$ cat src/rtl/addrgen_gen2.sv
// Convolution window address generator: emits two kernel-tap addresses per beat
// over a valid/ready handshake. Define ADDRGEN_PAD_EN to honour PAD and add pad_a/pad_b.
module addrgen_gen2 #(
    parameter int IN_W     = 8,
    parameter int IN_H     = 8,
    parameter int K        = 3,
    parameter int STRIDE   = 1,
    parameter int CH       = 2,
    parameter int NUM_PASS = 1,
    parameter int PAD      = 0,
    parameter int ADDR_W   = 12
) (
    input  logic              clk,
    input  logic              reset,
    input  logic              start,
    input  logic              addr_ready,
    output logic              addr_valid,
    output logic [ADDR_W-1:0] addr_a,
    output logic [ADDR_W-1:0] addr_b,
    output logic              b_valid,
    output logic              last,
    output logic              done,
    output logic              busy,
`ifdef ADDRGEN_PAD_EN
    output logic              pad_a,
    output logic              pad_b,
`endif
    output logic [1:0]        dbg_state
);

    // Handshake: a beat transfers on any rising edge where addr_valid && addr_ready;
    // while addr_valid && !addr_ready every output holds its value.

`ifdef ADDRGEN_PAD_EN
    localparam int P = PAD;
`else
    localparam int P = PAD * 0;
`endif

    localparam int OUT_W = (IN_W + 2*P - K) / STRIDE + 1;
    localparam int OUT_H = (IN_H + 2*P - K) / STRIDE + 1;
    localparam int KK    = K * K;
    localparam int NB    = (KK + 1) / 2;

    function automatic int cw(input int n);
        return (n > 1) ? $clog2(n) : 1;
    endfunction

    localparam int PW = cw(NB);
    localparam int CW = cw(CH);
    localparam int JW = cw(OUT_W);
    localparam int IW = cw(OUT_H);
    localparam int SW = cw(NUM_PASS);

    typedef enum logic [1:0] {
        S_IDLE = 2'd0,
        S_RUN  = 2'd1,
        S_DONE = 2'd2
    } state_t;

`ifdef ADDRGEN_PAD_EN
    function automatic logic tap_pad(input int t, input int i, input int j);
        int row, col;
        row = i*STRIDE + t/K - P;
        col = j*STRIDE + t%K - P;
        return (row < 0) || (row >= IN_H) || (col < 0) || (col >= IN_W);
    endfunction
`endif

    // Signed integer arithmetic, truncated to the address width on the way out.
    function automatic logic [ADDR_W-1:0] tap_addr(input int t, input int c, input int i, input int j);
        int row, col, v;
        row = i*STRIDE + t/K - P;
        col = j*STRIDE + t%K - P;
        v   = c*IN_W*IN_H + row*IN_W + col;
`ifdef ADDRGEN_PAD_EN
        if (tap_pad(t, i, j)) v = 0;
`endif
        return ADDR_W'(v);
    endfunction

    state_t            r_state, w_next_state;
    logic [PW-1:0]     r_p, w_n_p;
    logic [CW-1:0]     r_c, w_n_c;
    logic [JW-1:0]     r_j, w_n_j;
    logic [IW-1:0]     r_i, w_n_i;
    logic [SW-1:0]     r_pass, w_n_pass;
    logic              r_valid, r_bv, r_last;
    logic [ADDR_W-1:0] r_a, r_b;
    logic              w_accept, w_load, w_clear, w_bv, w_last;
    logic [ADDR_W-1:0] w_tap_a, w_tap_b;

    assign w_accept = r_valid && addr_ready;
    assign w_load   = ((r_state == S_IDLE) && start) || ((r_state == S_RUN) && w_accept && !r_last);
    assign w_clear  = (r_state == S_RUN) && w_accept && r_last;

    // Index of the beat that will be presented after this cycle's load.
    always_comb begin
        w_n_p    = '0;
        w_n_c    = r_c;
        w_n_j    = r_j;
        w_n_i    = r_i;
        w_n_pass = r_pass;
        if (r_state == S_IDLE) begin
            w_n_c    = '0;
            w_n_j    = '0;
            w_n_i    = '0;
            w_n_pass = '0;
        end else if (r_p != PW'(NB-1)) begin
            w_n_p = r_p + 1'b1;
        end else if (r_c != CW'(CH-1)) begin
            w_n_c = r_c + 1'b1;
        end else begin
            w_n_c = '0;
            if (r_j != JW'(OUT_W-1)) begin
                w_n_j = r_j + 1'b1;
            end else begin
                w_n_j = '0;
                if (r_i != IW'(OUT_H-1)) begin
                    w_n_i = r_i + 1'b1;
                end else begin
                    w_n_i    = '0;
                    w_n_pass = r_pass + 1'b1;
                end
            end
        end
    end

    assign w_tap_a = tap_addr(2*int'(w_n_p), int'(w_n_c), int'(w_n_i), int'(w_n_j));
    assign w_tap_b = tap_addr(2*int'(w_n_p) + 1, int'(w_n_c), int'(w_n_i), int'(w_n_j));
    assign w_bv    = (2*int'(w_n_p) + 1) < KK;
    assign w_last  = (w_n_p == PW'(NB-1)) && (w_n_c == CW'(CH-1)) && (w_n_j == JW'(OUT_W-1)) &&
                     (w_n_i == IW'(OUT_H-1)) && (w_n_pass == SW'(NUM_PASS-1));

    always_comb begin
        w_next_state = r_state;
        case (r_state)
            S_IDLE:  if (start) w_next_state = S_RUN;
            S_RUN:   if (w_accept && r_last) w_next_state = S_DONE;
            S_DONE:  w_next_state = S_IDLE;
            default: w_next_state = S_IDLE;
        endcase
    end

    always_ff @(posedge clk or negedge reset) begin
        if (!reset) r_state <= S_IDLE;
        else        r_state <= w_next_state;
    end

`ifdef ADDRGEN_PAD_EN
    logic r_pad_a, r_pad_b;
`endif

    always_ff @(posedge clk or negedge reset) begin
        if (!reset) begin
            r_p <= '0; r_c <= '0; r_j <= '0; r_i <= '0; r_pass <= '0;
            r_valid <= 1'b0; r_a <= '0; r_b <= '0; r_bv <= 1'b0; r_last <= 1'b0;
`ifdef ADDRGEN_PAD_EN
            r_pad_a <= 1'b0; r_pad_b <= 1'b0;
`endif
        end else if (w_load) begin
            r_p <= w_n_p; r_c <= w_n_c; r_j <= w_n_j; r_i <= w_n_i; r_pass <= w_n_pass;
            r_valid <= 1'b1;
            r_a     <= w_tap_a;
            r_b     <= w_bv ? w_tap_b : '0;
            r_bv    <= w_bv;
            r_last  <= w_last;
`ifdef ADDRGEN_PAD_EN
            r_pad_a <= tap_pad(2*int'(w_n_p), int'(w_n_i), int'(w_n_j));
            r_pad_b <= w_bv && tap_pad(2*int'(w_n_p) + 1, int'(w_n_i), int'(w_n_j));
`endif
        end else if (w_clear) begin
            r_p <= '0; r_c <= '0; r_j <= '0; r_i <= '0; r_pass <= '0;
            r_valid <= 1'b0; r_a <= '0; r_b <= '0; r_bv <= 1'b0; r_last <= 1'b0;
`ifdef ADDRGEN_PAD_EN
            r_pad_a <= 1'b0; r_pad_b <= 1'b0;
`endif
        end
    end

    assign addr_valid = r_valid;
    assign addr_a     = r_a;
    assign addr_b     = r_b;
    assign b_valid    = r_bv;
    assign last       = r_last;
    assign busy       = (r_state == S_RUN);
    assign done       = (r_state == S_DONE);
    assign dbg_state  = r_state;
`ifdef ADDRGEN_PAD_EN
    assign pad_a      = r_pad_a;
    assign pad_b      = r_pad_b;
`endif

endmodule

$ cat config.mk
export PLATFORM = sky130hd
export DESIGN_NAME = addrgen_gen2
export DESIGN_NICKNAME = d
export VERILOG_FILES = /design/src/rtl/addrgen_gen2.sv
export SDC_FILE = /design/constraint.sdc
export NUM_CORES = 1
export LEC_CHECK = 0
export ABC_CLOCK_PERIOD_IN_PS = 9150
export CAP_MARGIN = 20
export CORE_MARGIN = 2
export CORE_UTILIZATION = 40
export DETAILED_ROUTE_END_ITERATION = 12
export PLACE_DENSITY = 0.57
export SLEW_MARGIN = 10
export SYNTH_ARGS = -nofsm -noshare
export SYNTH_HDL_FRONTEND = slang
export SYNTH_SLANG_ARGS = --single-unit
$ cat constraint.sdc
create_clock -name clk -period 9.15 [get_ports clk]
set_clock_uncertainty 0.05 [all_clocks]
set_input_delay 1.83 -clock clk [delete_from_list [all_inputs] [get_ports clk]]
set_output_delay 1.83 -clock clk [all_outputs]
set_load 0.005 [all_outputs]
* After elaboration in Yosys (flattened, before gate mapping)
Cells that the tools add are included.
Word-level totals: flip-flop bits (word level) 40, latch bits 0, RAM bits 0, bits in read-only memories 0, memories 0
Cells by class: $add $sub $neg 14, multipliers 0, divide/modulo/power cells 4, magnitude comparators 1, equal/unequal tests 10, shift-type cells 0, mux-type cells 36, bitwise operators 1, reductions and logical operators 15
Operators by type and width (count):
- $mux W12 | 4
- $mux W3 | 15
- $div A32 B3 Y32 const B | 1
- $div A5 B3 Y32 const B | 1
- $mod A32 B3 Y32 const B | 1
- $mod A5 B3 Y32 const B | 1
- $add A12 B12 Y12 | 2
- $add A4 B12 Y12 | 2
- $add A8 B12 Y12 | 2
- $add A4 B9 Y9 | 2
- $mux W1 | 14
- $logic_and A1 B1 Y1 | 10
- $add A3 B1 Y3 const B | 3
- $eq A3 B3 Y1 const B | 3
- $ne A3 B3 Y1 const B | 3
- $add A4 B1 Y5 const B | 1
- $lt A5 B4 Y1 const B | 1
- $mux W2 | 2
- $pmux W2 S2 | 1
- $add A1 B1 Y1 const B | 2
- $eq A2 B1 Y1 const B | 1
- $eq A2 B2 Y1 const B | 1
- $logic_not A2 Y1 | 1
- $ne A2 B1 Y1 const B | 1
- other kinds (6) | 6

* Longest topological paths before layout
depth in word-level cells 11, depth in mapped cells 30, mapped depth without buffers 29

* Least setup slack after synthesis
Ideal clock, no wire load.
path kind register -> register, start register r_p[0], end register r_a[9], in the netlist addr_a[9], library setup time 0.141 ns, arrival 5.530 ns, path slack 3.429 ns, stages on the path, launching flop included 30, clock period less this slack 5.721 ns, path through dfrtp_1 ha_1 nor3b_1 nor2_1 nor2_1 ha_1 buf_2 xnor2_1 ha_1 inv_1 o21ai_1 nor2_1 o22ai_1 ha_1 o31ai_1 a31oi_4 nand4b_4 ha_1 fa_1 xor2_1 ha_1 ha_1 o21ai_0 a21oi_1 o21ai_0 nand2b_1 a21o_1 nand2_1 xnor2_1 o21ai_1
On the way: cells in the longest elaborated chain, start to end 8, elaborated cells between the ends (all ways) 17
Ends and longest elaborated chain:
- from (decl) | RTL line 83 | logic [PW-1:0] r_p, w_n_p;
- from (signal assigned) | RTL line 162 | r_p <= w_n_p; r_c <= w_n_c; r_j <= w_n_j; r_i <= w_n_i; r_pass <= w_n_pass;
- $add A3 B1 Y3 or $ne A3 B3 Y1 (tied branches) | RTL line 110, 109
- $mux W3 | RTL line 109 | end else if (r_p != PW'(NB-1)) begin
- $mux W3 | RTL line 104 | if (r_state == S_IDLE) begin
- $div A5 B3 Y32 | RTL line 73 | row = i*STRIDE + t/K - P;
- $add A4 B9 Y9 | RTL line 73
- $add A8 B12 Y12 | RTL line 75 | v = c*IN_W*IN_H + row*IN_W + col;
- $add A12 B12 Y12 (*) | RTL line 75
- $mux W12 (*) | RTL line 161 | end else if (w_load) begin
- to (signal assigned) | RTL line 164 | r_a <= w_tap_a;
- to (decl) | RTL line 89 | logic [ADDR_W-1:0] r_a, r_b;
Every way passes the cells marked *; elsewhere a longest branch is shown, timed or not. A chain may end at the register's enable or synchronous reset.

* Worst setup path after layout
Ends and elaborated chain as after synthesis.

==> results.md <==
- Post-synth EDFFs: 0
- Synthesized area per cell: 8.90 sq um
- Slew Limit Fails: 0
- Post-route DRC: 0
- Synth Area in XOR/XNOR: 6.28%
- Critical Path Fanout Max: 15
- Delay-heaviest family, CP: adder cells
- H-tree depth: 2
- RR Endpoint: addr_a[9]
- Hold WC Path Type: reg2reg
- Crit path capture: addr_a[9]
- Clk_lat worst skew: 0.30 ns
- Quantity of gates resized following cts: 0
- DR WL/cell: 16.4 um
- CP Launch Type: register
- Final Wtd Congestion: 0.911
- Ys Warns: 0
- RSZ-0062 raised after global routing: no
- Post-detail-place hpwl: 7090 um
- Global-route wire length before repair: 15500 um
- DRT Wirelength: 9290 um
- CTS Buffer Depth: 2
- Post-synth ARST share: 100%
- Cells on worst reg2reg path: 29
- Hold depth: 1
- Post-Synth Simple-Gate Area: 19.6%
- Largest family of logic cells by synthesized area: compound AO/OA/AOI/OAI gates
- Mapped Area: 0.00375 sq mm
- Slowest Stage Delay on Critical Path: 0.60 ns
- Outcome: finished clean
- Startpoint of the worst hold path: b_valid
- Clock sinks: 40
- Setup repair bufs after CTS: 0
- Area of the core: 0.00915 sq mm
- Clock slew at reported path FFs: 0.08 ns
- Data required, critical path: 9.24 ns
- FF+latch count, synth: 40
- Distinct cells, synth: 65
- Fin crit share: 72.5%
- Cell mode on critical path: ha_1
- Tightest Pin Transition: 1.03 ns
- Final setup fails: 0
- Crit path capture type: register
- Syn_nets: 478
- IO Count: 35
- Max cap viols: 0
- DIE AREA: 0.0102 sq mm
- Synth cell count leaders: nand2_1, ha_1, dfrtp_1
- F_max: 151 MHz
- Initial Util: 40.9%
- Setup WS pre-CTS: 2.64 ns
- Synth Area in Adders: 18.9%
- Buf+Inv Stages, Crit Path: 2
- Port-buffer cells: 34
- TNS Setup: 0 ns
- Antenna Nets Post-Route: 0
- Row count: 35
- Pre-antenna DRT Iters: 5
- Worst path arrival time: 6.73 ns
- Leading area contributor after synthesis: dfrtp_1
- Layout cells sized above 1: 7.03%
- Via count: 3193
- CTS Hold Bufs: 0
- Layout overhead on the synthesized area: 15.1%
- Rel. slew slack: 31.4%
- Final Critical Period: 6.64 ns
- Initial antenna violation count: 0
- TritonCTS clock tree: yes
- Vias per cell: 5.64
- Worst R2R Start: r_p[0]
- Fin nets: 511
- Antenna Cells: 0
- Worst Setup SP: r_p[0]
- Endpoints failing hold: 0
- Die H: 101 um
- PnR worst setup slack: 2.51 ns
- Total CTS buffers: 5
- Post-synthesis compound-gate area fraction: 23.7%
- Post-Synthesis Cells: 421
- R2r setup slk: 2.51 ns
- Vias in the first global route: 3145
- Critical path type: reg2reg
- Crit. path cell count: 29
- Slowest cell on the critical path: ha_1
- Total gr overflow: 0
- Gr usage total: 19.3%
- Drt first-iter violations: 132
- Largest net degree at the start of global routing: 41
- Top area cells in the synthesized netlist: dfrtp_1, ha_1, nand2_1
- Top-area cell type share of the netlist area: 26.7%
- Top-count cell post-synth: nand2_1
- Top_reg_cell synth: dfrtp_1
- CTS root buf: clkbuf_8
- Multiplexer share of the synthesized area: 1.07%
- Die X-Extent: 101 um
- Sequential share of the synthesized area: 26.7%
placed cells by master (no fill, tap or decap), drive strengths merged, types with 3 or more instances in the layout:
| cell | synthesis | routed |
|---|---|---|
| nand2 | 51 | 51 |
| ha | 47 | 47 |
| dfrtp | 40 | 40 |
| nor2 | 33 | 33 |
| clkdlybuf4s50 | 0 | 33 |
| o21ai | 26 | 26 |
| inv | 25 | 25 |
| a21oi | 20 | 20 |
| a22o | 20 | 20 |
| xnor2 | 17 | 17 |
| a21o | 16 | 16 |
| nand2b | 11 | 11 |
| xor2 | 9 | 9 |
| nand3 | 9 | 9 |
| nand4 | 8 | 8 |
| nor3 | 6 | 6 |
| fa | 6 | 6 |
| clkbuf | 9 | 6 |
| nor2b | 5 | 5 |
| o22ai | 5 | 5 |
| buf | 3 | 5 |
| mux2i | 4 | 4 |
| o31ai | 4 | 4 |
| a31oi | 4 | 4 |
| and2 | 3 | 3 |
| or3 | 3 | 3 |
| and3 | 3 | 3 |
logic make-up (layout without fill, tap and decap cells):
family	count (synthesis)	after routing
buffers and inverters	37	71
and+or+nand+nor	144	144
DFF	40	40
xor gates and xnor gates	26	26
AOI/OAI and AO/OA	117	117
muxes	4	4
adders and majority gates	53	53
stage by stage:
step	instances	cell area (sq um)	hold slack [ns]	utilization, %
2_1_floorplan	421	3750	0.413	-
3_3_place_gp	557	4200	0.409	45.9
3_5_place_dp	557	4200	0.415	45.9
4_1_cts	565	4300	0.434	47.0
5_1_grt	566	4310	0.448	47.1
6_report	566	4310	0.426	47.1
state kept, by name, summed over array words and instances, names as in the netlist, 2 cells and up:
register	cells
r_p	3
r_j	3
dbg_state	2
r_i	3
addr_b	12
addr_a	12
routing by layer:
metal,global-route usage (%),share of wire (%)
met4,5.37,1.7
met5,0,0
met3,2.57,4.0
met2,29.0,43
met1,28.7,51
final cells by class:
class	instances	area [sq um]
multi-input combinational	344	2610
sequential	40	1000
inverter	25	93.8
timing repair buffer	38	365
clock inverter	2	35.0
tap	111	139
fill	887	4840
clock buffer	6	72.6
worst min path at each step:
| stage | end |
|---|---|
| after global routing | b_valid |
| after global placement | b_valid |
| after CTS | b_valid |
| after detailed placement | b_valid |
| final | b_valid |
| after floorplan | r_pass |
Power is not shown: default switching activity piles up to over one toggle a cycle in this logic, so the estimate is an artifact.
